`src/rtl/imm_gen_pipe.sv`:
```
// imm_gen_pipe: decode-stage immediate generator with a 2-entry output buffer.
// Decodes the immediate and format of one instruction per handshake and
// precomputes pc + imm. Results sit in a small FIFO, so in_ready depends only
// on registered occupancy and never on out_ready.
module imm_gen_pipe #(
  parameter int unsigned XLEN    = 32,
  parameter int unsigned ZIMM_EN = 1
) (
  input  logic            clk,
  input  logic            rst,
  input  logic            flush,
  input  logic            in_valid,
  output logic            in_ready,
  input  logic [31:0]     instr,
  input  logic [XLEN-1:0] pc,
  output logic            out_valid,
  input  logic            out_ready,
  output logic [XLEN-1:0] imm,
  output logic [2:0]      fmt,
  output logic            unknown,
  output logic [XLEN-1:0] pc_o,
  output logic [XLEN-1:0] tgt
);

  typedef logic [XLEN-1:0] xlen_t;

  typedef enum logic [2:0] {
    FmtI    = 3'd0,
    FmtS    = 3'd1,
    FmtB    = 3'd2,
    FmtU    = 3'd3,
    FmtJ    = 3'd4,
    FmtZ    = 3'd5,
    FmtNone = 3'd7
  } fmt_e;

  // One buffered decode result
  typedef struct packed {
    xlen_t imm;
    xlen_t pc;
    xlen_t tgt;
    fmt_e  fmt;
    logic  unknown;
  } entry_t;

  localparam logic [6:0] OpLoad   = 7'b0000011;
  localparam logic [6:0] OpImm    = 7'b0010011;
  localparam logic [6:0] OpJalr   = 7'b1100111;
  localparam logic [6:0] OpImm32  = 7'b0011011;
  localparam logic [6:0] OpStore  = 7'b0100011;
  localparam logic [6:0] OpBranch = 7'b1100011;
  localparam logic [6:0] OpLui    = 7'b0110111;
  localparam logic [6:0] OpAuipc  = 7'b0010111;
  localparam logic [6:0] OpJal    = 7'b1101111;
  localparam logic [6:0] OpSystem = 7'b1110011;

  localparam bit Rv64    = (XLEN == 64);
  localparam bit ZimmDec = (ZIMM_EN != 0);

  // ---------------------------------------------------------------------------
  // Immediate decode
  // ---------------------------------------------------------------------------
  logic [6:0]  opcode;
  logic [11:0] i_field;
  logic [11:0] s_field;
  logic [12:0] b_field;
  logic [31:0] u_field;
  logic [20:0] j_field;
  logic [4:0]  z_field;

  assign opcode  = instr[6:0];
  assign i_field = instr[31:20];
  assign s_field = {instr[31:25], instr[11:7]};
  assign b_field = {instr[31], instr[7], instr[30:25], instr[11:8], 1'b0};
  assign u_field = {instr[31:12], 12'b0};
  assign j_field = {instr[31], instr[19:12], instr[20], instr[30:21], 1'b0};
  assign z_field = instr[19:15];

  xlen_t dec_imm;
  fmt_e  dec_fmt;
  logic  dec_unknown;
  xlen_t dec_tgt;

  // Select the format from the opcode; every path assigns all decode outputs
  always_comb begin
    dec_imm     = '0;
    dec_fmt     = FmtNone;
    dec_unknown = 1'b1;
    unique case (opcode)
      OpLoad, OpImm, OpJalr: begin
        dec_imm     = xlen_t'($signed(i_field));
        dec_fmt     = FmtI;
        dec_unknown = 1'b0;
      end
      OpImm32: begin
        // OP-IMM-32 only exists on RV64
        if (Rv64) begin
          dec_imm     = xlen_t'($signed(i_field));
          dec_fmt     = FmtI;
          dec_unknown = 1'b0;
        end
      end
      OpStore: begin
        dec_imm     = xlen_t'($signed(s_field));
        dec_fmt     = FmtS;
        dec_unknown = 1'b0;
      end
      OpBranch: begin
        dec_imm     = xlen_t'($signed(b_field));
        dec_fmt     = FmtB;
        dec_unknown = 1'b0;
      end
      OpLui, OpAuipc: begin
        dec_imm     = xlen_t'($signed(u_field));
        dec_fmt     = FmtU;
        dec_unknown = 1'b0;
      end
      OpJal: begin
        dec_imm     = xlen_t'($signed(j_field));
        dec_fmt     = FmtJ;
        dec_unknown = 1'b0;
      end
      OpSystem: begin
        // funct3[2] set marks the CSR immediate forms (csrrwi/csrrsi/csrrci)
        if (ZimmDec && instr[14]) begin
          dec_imm = xlen_t'(z_field);
          dec_fmt = FmtZ;
        end else begin
          dec_imm = xlen_t'($signed(i_field));
          dec_fmt = FmtI;
        end
        dec_unknown = 1'b0;
      end
      default: begin
        dec_imm     = '0;
        dec_fmt     = FmtNone;
        dec_unknown = 1'b1;
      end
    endcase
  end

  // PC-relative target wraps naturally at XLEN bits
  assign dec_tgt = pc + dec_imm;

  // ---------------------------------------------------------------------------
  // Two-entry buffer
  // ---------------------------------------------------------------------------
  entry_t     mem_q [2];
  logic [1:0] count_q, count_d;
  logic       wptr_q, wptr_d;
  logic       rptr_q, rptr_d;
  logic       push;
  logic       pop;
  entry_t     new_entry;
  entry_t     rst_entry;
  entry_t     head;

  assign in_ready  = (count_q < 2'd2);
  assign out_valid = (count_q != 2'd0);
  assign push      = in_valid & in_ready;
  assign pop       = out_valid & out_ready;

  assign new_entry = '{imm: dec_imm, pc: pc, tgt: dec_tgt, fmt: dec_fmt, unknown: dec_unknown};
  assign rst_entry = '{imm: '0, pc: '0, tgt: '0, fmt: FmtNone, unknown: 1'b0};

  // Pointer and occupancy update; flush wins over any push or pop
  always_comb begin
    count_d = count_q;
    wptr_d  = wptr_q;
    rptr_d  = rptr_q;
    if (flush) begin
      count_d = 2'd0;
      wptr_d  = 1'b0;
      rptr_d  = 1'b0;
    end else begin
      if (push) begin
        wptr_d = ~wptr_q;
      end
      if (pop) begin
        rptr_d = ~rptr_q;
      end
      case ({push, pop})
        2'b10:   count_d = count_q + 2'd1;
        2'b01:   count_d = count_q - 2'd1;
        default: count_d = count_q;
      endcase
    end
  end

  // Control state registers
  always_ff @(posedge clk or posedge rst) begin
    if (rst) begin
      count_q <= 2'd0;
      wptr_q  <= 1'b0;
      rptr_q  <= 1'b0;
    end else begin
      count_q <= count_d;
      wptr_q  <= wptr_d;
      rptr_q  <= rptr_d;
    end
  end

  // Entry storage; reset contents define the outputs seen right after reset
  always_ff @(posedge clk or posedge rst) begin
    if (rst) begin
      for (int i = 0; i < 2; i++) begin
        mem_q[i] <= rst_entry;
      end
    end else if (push && !flush) begin
      mem_q[wptr_q] <= new_entry;
    end
  end

  // Outputs are a direct read of the head entry
  assign head    = mem_q[rptr_q];
  assign imm     = head.imm;
  assign fmt     = head.fmt;
  assign unknown = head.unknown;
  assign pc_o    = head.pc;
  assign tgt     = head.tgt;

endmodule

```
`config.mk`:
```
export PLATFORM = sky130hd
export DESIGN_NAME = imm_gen_pipe
export DESIGN_NICKNAME = d
export VERILOG_FILES = /design/src/rtl/imm_gen_pipe.sv
export SDC_FILE = /design/constraint.sdc
export NUM_CORES = 1
export LEC_CHECK = 0
export CAP_MARGIN = 20
export CORE_ASPECT_RATIO = 1.75
export CORE_MARGIN = 5
export CORE_UTILIZATION = 59
export DETAILED_ROUTE_END_ITERATION = 10
export HOLD_SLACK_MARGIN = 0.12
export PLACE_DENSITY_LB_ADDON = 0.2
export SLEW_MARGIN = 20
export SYNTH_ARGS = -nofsm -noshare
export SYNTH_HDL_FRONTEND = slang
export SYNTH_SLANG_ARGS = --single-unit
```
`constraint.sdc`:
```
create_clock -name clk -period 14.9 [get_ports clk]
set_input_delay 2.98 -clock clk [delete_from_list [all_inputs] [get_ports clk]]
set_output_delay 2.98 -clock clk [all_outputs]
set_load 0.05 [all_outputs]
```
== After elaboration in Yosys (flattened, before gate mapping) ==
Cells that the tools add are included.

* Eq/ne operators: 11
* Muxes and demuxes: 17
* Reduce and logical (&&, ||, !) cells: 10
* Bitwise logic cells: 6
* Add/subtract/negate cells: 3
* Order comparisons: 4

{| class="wikitable"
|+ Operators with widths
! operator !! count
|-
| $mux 100 || 4
|-
| $bwmux 200 || 1
|-
| $pmux 32 s6 || 1
|-
| $demux 100 s1 || 1
|-
| $add 32x32->32 || 1
|-
| $mux 32 || 1
|-
| $eq 7x7->1 const B || 4
|-
| $pmux 3 s6 || 1
|-
| $eq 7x5->1 const B || 2
|-
| $eq 7x6->1 const B || 2
|-
| $reduce_or 9->1 || 1
|-
| $eq 7x2->1 const B || 1
|-
| $reduce_bool 2->1 || 3
|-
| $mux 1 || 5
|-
| $ge 2x2->1 const B || 2
|-
| $not 1->2 || 2
|-
| $pmux 2 s2 || 1
|-
| $mux 3 || 1
|-
| $reduce_bool 3->1 || 1
|-
| $reduce_or 3->1 || 1
|-
| $add 2x1->2 const B || 1
|-
| $and 1x1->1 || 2
|-
| $eq 2x1->1 const B || 1
|-
| $eq 2x2->1 const B || 1
|-
| other kinds (8) || 10
|}

* Register bits after elaboration: 204

== Logic depth before layout (Yosys ltp) ==
* Depth in word-level cells: 6
* Depth in mapped cells: 20
* Mapped depth without buffers: 18

== Worst setup path after synthesis ==
OpenSTA, ideal clock, no wires.

* Path type: input to register
* From: input instr[4]
* To: register mem_q[19] (netlist name)
* Slack: 8.655 ns
* Required time: 14.796 ns
* Stages on the path: 15
* Arrival time: 6.141 ns
* Cell sequence: clkbuf_1 -> nor2b_1 -> a41oi_1 -> o21ai_0 -> a222oi_1 -> inv_1 -> ha_1 -> a21o_1 -> a21oi_2 -> o2111ai_1 -> a221o_1 -> a21o_1 -> a21o_1 -> a311o_1 -> o311ai_1

* Word-level cells in the longest chain between the ends: 5
* Elaborated cells on any way between the ends: 14
* Those cells by class: 1 x add/sub; 9 x eq/ne; 2 x mux; 2 x reduce/logical

{| class="wikitable"
|+ RTL lines
! item !! line !! source
|-
| from (decl) || 14 || <nowiki>input logic [31:0] instr,</nowiki>
|-
| $eq 7x2->1 (tied with other cells) || 89 || <nowiki>unique case (opcode)</nowiki>
|-
| $reduce_or 3->1 / $reduce_or 2->1 (equally long branches) || - ||
|-
| $pmux 32 s6 (*) || 89 ||
|-
| via dec_imm[1] || 79 || <nowiki>xlen_t dec_imm;</nowiki>
|-
| $add 32x32->32 (*) || 143 || <nowiki>assign dec_tgt = pc + dec_imm;</nowiki>
|-
| $bwmux 200 (*) || 210 || <nowiki>mem_q[wptr_q] <= new_entry;</nowiki>
|-
| to (signal, indexed assignment) || 207 || <nowiki>mem_q[i] <= rst_entry;</nowiki>
|-
| to (signal, indexed assignment) || 210 ||
|-
| to (decl) || 148 || <nowiki>entry_t mem_q [2];</nowiki>
|}

The timed path passes the listed nets; every way through them passes the cells marked *.
A chain may end at the register's enable or synchronous reset.

== Worst setup path after layout ==
* From: input instr[2]
* To: register mem_q[32] (netlist name)

Same word-level chain as after synthesis.

==> metrics.cfg <==
[critical_path]
startpoint_type=primary input
r2r_end=mem_q[119]
worstPathArrival_ns=7.29
crit_required_ns=15.30
worstRegToRegCells=8
cp_max_fo=11
criticalPathCategory=primary input to flop
end_kind=flop
rr_startpoint=count_q[1]
r2r_slack_ns=12.03

[yosys]
avgSynthCellArea_sq_um=8.87
yosys_warnings=0
ys_async_sr_fraction_pct=100
synth-seq-cells=204
synth_nets=1329
synth_edf_count=0
ys.flop_type=dfrtp_1
seq_area_frac_synth_pct=47.0
ys_types=61
synth_cells=1228
netlist_area_sq_um=10900

[sta]
setup_violations=0
rsz0062_at_grt=no
tightest_slew_ns=0.959
max_slew_margin_pct=36.1
skew_ns=0.0136
min_period_over_period_pct=46.2
tns_ns=0
drv_slew=0
max_freq_mhz=145
fin_crit_ns=6.89
finalHoldViolations=0

[grt]
groute.usage.overall_pct=28.1
grt_overflow_total=0
grt_pass1_vias=9361
grt_antenna_before_repair=1
grt_pass1_wl_um=48300
grt_max_degree=127

[floorplan]
start_util_pct=60.0
num_rows=65
core_area_sq_um=18100
die_w_um=113
dieArea_sq_um=21400
die_h_um=190
boundaryPins=171

[clocking]
cts_setup_buffers=0
cts_max_level=1
clk_latency_ns=0.50
clock-sinks=204
cts.reportedPaths.clkPinSlew_ns=0.07
max-clock-path-buffers=3
tritoncts=built
root_buffer=clkbuf_16
cts_made_buffers=19
cts_resized=0
ctsHoldBuffers=0

[placement]
gp_congestion=0.946
placedInstanceArea_sq_um=12700
portBuffers=170
dpl.hpwl_um=22000

[layout]
syn_to_final_growth_pct=22.6
layout_commonest_cell=nand2_1
multi_input_area_sq_um=5350
stdcell_area_sq_um=13300
drive_gt1_share_pct=12.0
fill_cells=1388
final_nets=1457
register_area_sq_um=5120
mostFrequentLayoutCells=359 x nand2_1, 197 x dfrtp_1, 170 x clkdlybuf4s50_1

[route]
drtIter0Drc=629
via_per_inst=5.75
wl_per_cell_um=18.8
drt_wl_total_um=30200
antenna_left=0
routed-via-count=9223
dr.pass1.iters=5
remaining_drc_errors=0

[min_path]
hold_depth=2
hp-start=mem_q[36]
whs_endpoint=mem_q[36]
hold_class=flop to flop

[pwr]
p_leak_nw=6.37
peakVddDrop_uv=113
power_density_nw_per_um2=135

[outcome]
status=finished clean

[job]
maxCapViolations=0

==> power breakdown <==
group	switching [W]	leakage (nW)	internal, W
Clock	0.000216	0.309	0.000278
Combinational	0.000367	3.45	0.000211
Sequential	0.0000579	2.61	0.000665
==> registers in the layout, summed over array words and instances (netlist names) <==
name and flops:
wptr_q 1, count_q 2, mem_q 200, rptr_q 1
==> cell type report <==
class	instances	share of cell area, %
sequential	204	38.3
inverter	44	1.29
tap	234	2.19
multi-input combinational	909	40.1
clock inverter	12	0.956
clock buffer	22	3.72
antenna	1	0.0188
timing repair buffer	178	13.4
==> critical path, cell delays in order <==
cell,delay (ns)
clkdlybuf4s50_1,0.60
nor2b_1,0.27
nor2b_1,0.22
o21bai_1,0.14
a21oi_1,0.08
o21ai_1,0.34
and2_1,0.39
a21oi_1,0.12
inv_1,0.13
ha_1,0.31
a21oi_1,0.44
o21bai_1,0.11
a21oi_1,0.27
o21ai_0,0.14
a31oi_1,0.26
mux2i_1,0.26
nor2_1,0.07
o22ai_1,0.13
==> per-layer routing <==
metal  GRT usage [%]  vias up  routed length [um]  part of all wire (%)
met5               0        -                   0                     0
met4            13.6        0                1580                   5.2
met3            2.83       73                1330                   4.4
met2            52.6      272               16600                    55
met1            31.4     4443               10700                    35
li1                -     4435                   -                     -
==> worst max path at each step <==
stage              from  cells past startpoint  slack [ns]    endpoint
2_1_floorplan       rst                      1        6.36  count_q[0]
3_3_place_gp   instr[4]                     16        7.66   mem_q[33]
3_5_place_dp   instr[4]                     16        7.57  mem_q[133]
4_1_cts        instr[4]                     16        8.09  mem_q[133]
5_1_grt        instr[4]                     16        7.52   mem_q[25]
6_report       instr[2]                     18        8.01   mem_q[32]
==> cell families (layout without fill, tap and decap cells) <==
group	count (synthesis)	in the layout	share of synthesized area, %
buffers and inverters	115	256	4.03
and+or+nand+nor	470	470	17.8
muxes	105	105	10.8
adders and majority gates	32	32	3.75
DFF	204	204	47.0
xor gates and xnor gates	27	27	2.17
other	0	1	0
AOI/OAI and AO/OA	275	275	14.4
==> metrics by stage <==
step / hold WS (ns) / instances / setup slack, ns / utilization [%] / power [W]
after global routing: 0.490 / 1604 / 7.52 / 73.6 / 0.00188
after global placement: 0.452 / 1568 / 7.66 / 70.0 / 0.00129
after detailed placement: 0.457 / 1568 / 7.57 / 70.0 / 0.00131
after CTS: 0.474 / 1602 / 8.09 / 73.4 / 0.00180
final: 0.470 / 1604 / 8.01 / 73.6 / 0.00179
after floorplan: 0.440 / 1228 / 6.36 / - / 0.00113
==> Yosys cell counts, types with 2 or more instances <==
library cell	n	area (sq um)
o22ai_1	6	37.5
nand3_1	11	55.1
mux2_2	101	1140
or3_1	3	18.8
a311oi_1	2	17.5
o21bai_1	6	45.0
a211oi_1	4	30.0
xnor2_1	16	140
and3_1	6	37.5
or4_1	2	15.0
mux2i_1	4	40.0
clkbuf_1	59	221
nand2_1	360	1350
o211ai_1	2	15.0
o21a_1	2	15.0
nor2_1	36	135
a21o_1	14	105
ha_1	31	388
buf_2	2	10.0
nand2b_1	3	18.8
buf_1	8	30.0
and3b_1	2	17.5
dfstp_2	6	158
xor2_1	11	96.3
a21oi_1	62	310
o21ai_0	145	726
o2111ai_1	2	17.5
o31ai_1	4	30.0
a222oi_1	5	50.1
and2_1	5	31.3
a31oi_1	6	37.5
nor2b_1	6	37.5
a41oi_1	2	17.5
nor3_1	12	60.1
dfrtp_1	198	4950
nand4_1	7	43.8
nor4_1	3	18.8
or2_2	7	43.8
inv_1	44	165
and4_1	2	17.5
Note: power is estimated with default switching activity, not from simulation.
==> variant, RTL diff (same settings) <==
The parameter `XLEN` goes from 32 to 16.
--- a/src/rtl/imm_gen_pipe.sv
+++ b/src/rtl/imm_gen_pipe.sv
@@ -3,7 +3,7 @@
 // precomputes pc + imm. Results sit in a small FIFO, so in_ready depends only
 // on registered occupancy and never on out_ready.
 module imm_gen_pipe #(
-  parameter int unsigned XLEN    = 32,
+  parameter int unsigned XLEN    = 16,
   parameter int unsigned ZIMM_EN = 1
 ) (
   input  logic            clk,
Ports: changed (resized imm, pc, pc_o and tgt); port bits go from 171 to 107. The function was not compared with the original's and may differ.
==> variant against the unedited design <==
Sequential cell count fell by 96. Final area fell by 45%. Power fell by 48%. Utilization rose by 0.67 points. Critical path depth fell by 5. Area after synthesis fell by 46%. Routed wire length fell by 50%. Setup slack improved by 0.29 ns. Critical endpoint is now mem_q[13]$_DFFE_PP0P_. Highest routed layer unchanged.
==> variant: results <==
metrics = {
    "clock_network": {
        "clk_pin_slew_ns": 0.07,
        "cts_made_buffers": 9,
        "clockBufferDepth": 2,
        "cts-htree-levels": 3,
        "clk_latency_ns": 0.35,
    },
    "finish": {
        "drive_gt1_frac": 0.157,
        "nets": 783,
        "n_antenna_cell": 0,
        "top_regs": "mem_q x104, count_q x2",
        "nFillCells": 730,
    },
    "critical_path": {
        "critPathMaxStageDelay_ns": 0.76,
        "reg2reg_slack_ns": 12.41,
        "cp.arrival_ns": 6.80,
        "crit_fanout": 12,
    },
    "detailed_routing": {
        "routedWlPerCell_um": 18.0,
        "drt-initial-drc-count": 300,
    },
    "worst_hold_path": {
        "min_from": "mem_q[43]$_DFFE_PP0P_",
    },
    "global_route": {
        "antenna_found_initial": 0,
        "grtUsageTotal": 0.259,
        "grt_max_degree": 87,
    },
    "pwr": {
        "ir_drop_v": 0.0000978,
        "leakagePower_nw": 3.29,
    },
    "logic_synthesis": {
        "synth_cell_types": 63,
        "seq_area_frac_synth": 0.458,
        "syn-num-nets": 696,
        "synthTopCellsByCount": "nand2_1 (141), dfrtp_1 (102), o21ai_0 (82)",
    },
    "outcome": {
        "status": "completed",
    },
    "placement": {
        "hpwl_um": 11000,
        "gp_congestion": 0.884,
        "port_buffers": 106,
    },
    "sta": {
        "fin_skew_ns": 0.00677,
    },
}
## variant: cell families (layout without fill, tap and decap cells)
kind of cell | after synthesis | count (layout) | share of synthesized area
mux | 69 | 69 | 0.131
fa+ha+maj | 16 | 16 | 0.0351
flops | 108 | 108 | 0.458
compound gates | 154 | 154 | 0.157
simple gates | 206 | 206 | 0.156
buf+inv | 62 | 153 | 0.0450
xor+xnor | 12 | 12 | 0.0178
## variant: stage by stage
stage          hold slack (ns)  cells  instance area (um2)  worst slack (ns)  total power [mW]
3_3_place_gp             0.453    828                 7020              8.15             0.686
4_1_cts                  0.480    843                 7310              8.34             0.933
2_1_floorplan            0.442    627                 5920              9.08             0.603
5_1_grt                  0.502    843                 7310              7.94             0.972
3_5_place_dp             0.464    828                 7020              8.00             0.698
6_report                 0.474    843                 7310              8.31             0.926
## variant: final timing paths
check / endpoint / cells after the start
max in group asynchronous: rptr_q$_DFFE_PP0P_ / 3
worst max register to register: mem_q[19]$_DFFE_PP0P_ / 6
worst max-delay path: mem_q[13]$_DFFE_PP0P_ / 13
worst min-delay path: mem_q[43]$_DFFE_PP0P_ / 2
worst min register to register: mem_q[43]$_DFFE_PP0P_ / 2
min in group asynchronous: mem_q[83]$_DFFE_PP0P_ / 2
## variant: area by class of cell
type                    count  area, um2  share of cell area
clock buffers               9        225              0.0308
well taps                 125        156              0.0214
repair buffers            111       1100               0.150
flip-flops and latches    108       2710               0.371
clock inverters             6       63.8             0.00873
multi-input cells         457       2950               0.404
inverters                  27        104              0.0142
## variant: power by group
| part | switching [mW] | internal (mW) | leakage, nW |
|---|---|---|---|
| Combinational | 0.188 | 0.120 | 1.78 |
| Clock | 0.105 | 0.129 | 0.138 |
| Sequential | 0.0285 | 0.355 | 1.37 |
## variant: per-layer routing
metal	GRT usage	routed length, um	vias up	part of all wire
met5	0	0	-	0
met4	0.132	581	0	0.038
met1	0.298	5810	2416	0.38
li1	-	-	2348	-
met3	0.0382	587	40	0.039
met2	0.463	8240	149	0.54
## variant: worst reg2reg max path: stages, from the launching register on
cell and delay (ns):
dfrtp_1 0.42, nand2b_1 0.25, nor2_1 0.19, nand2_2 0.39, buf_4 0.47, or3_1 0.44
o311ai_1 0.23
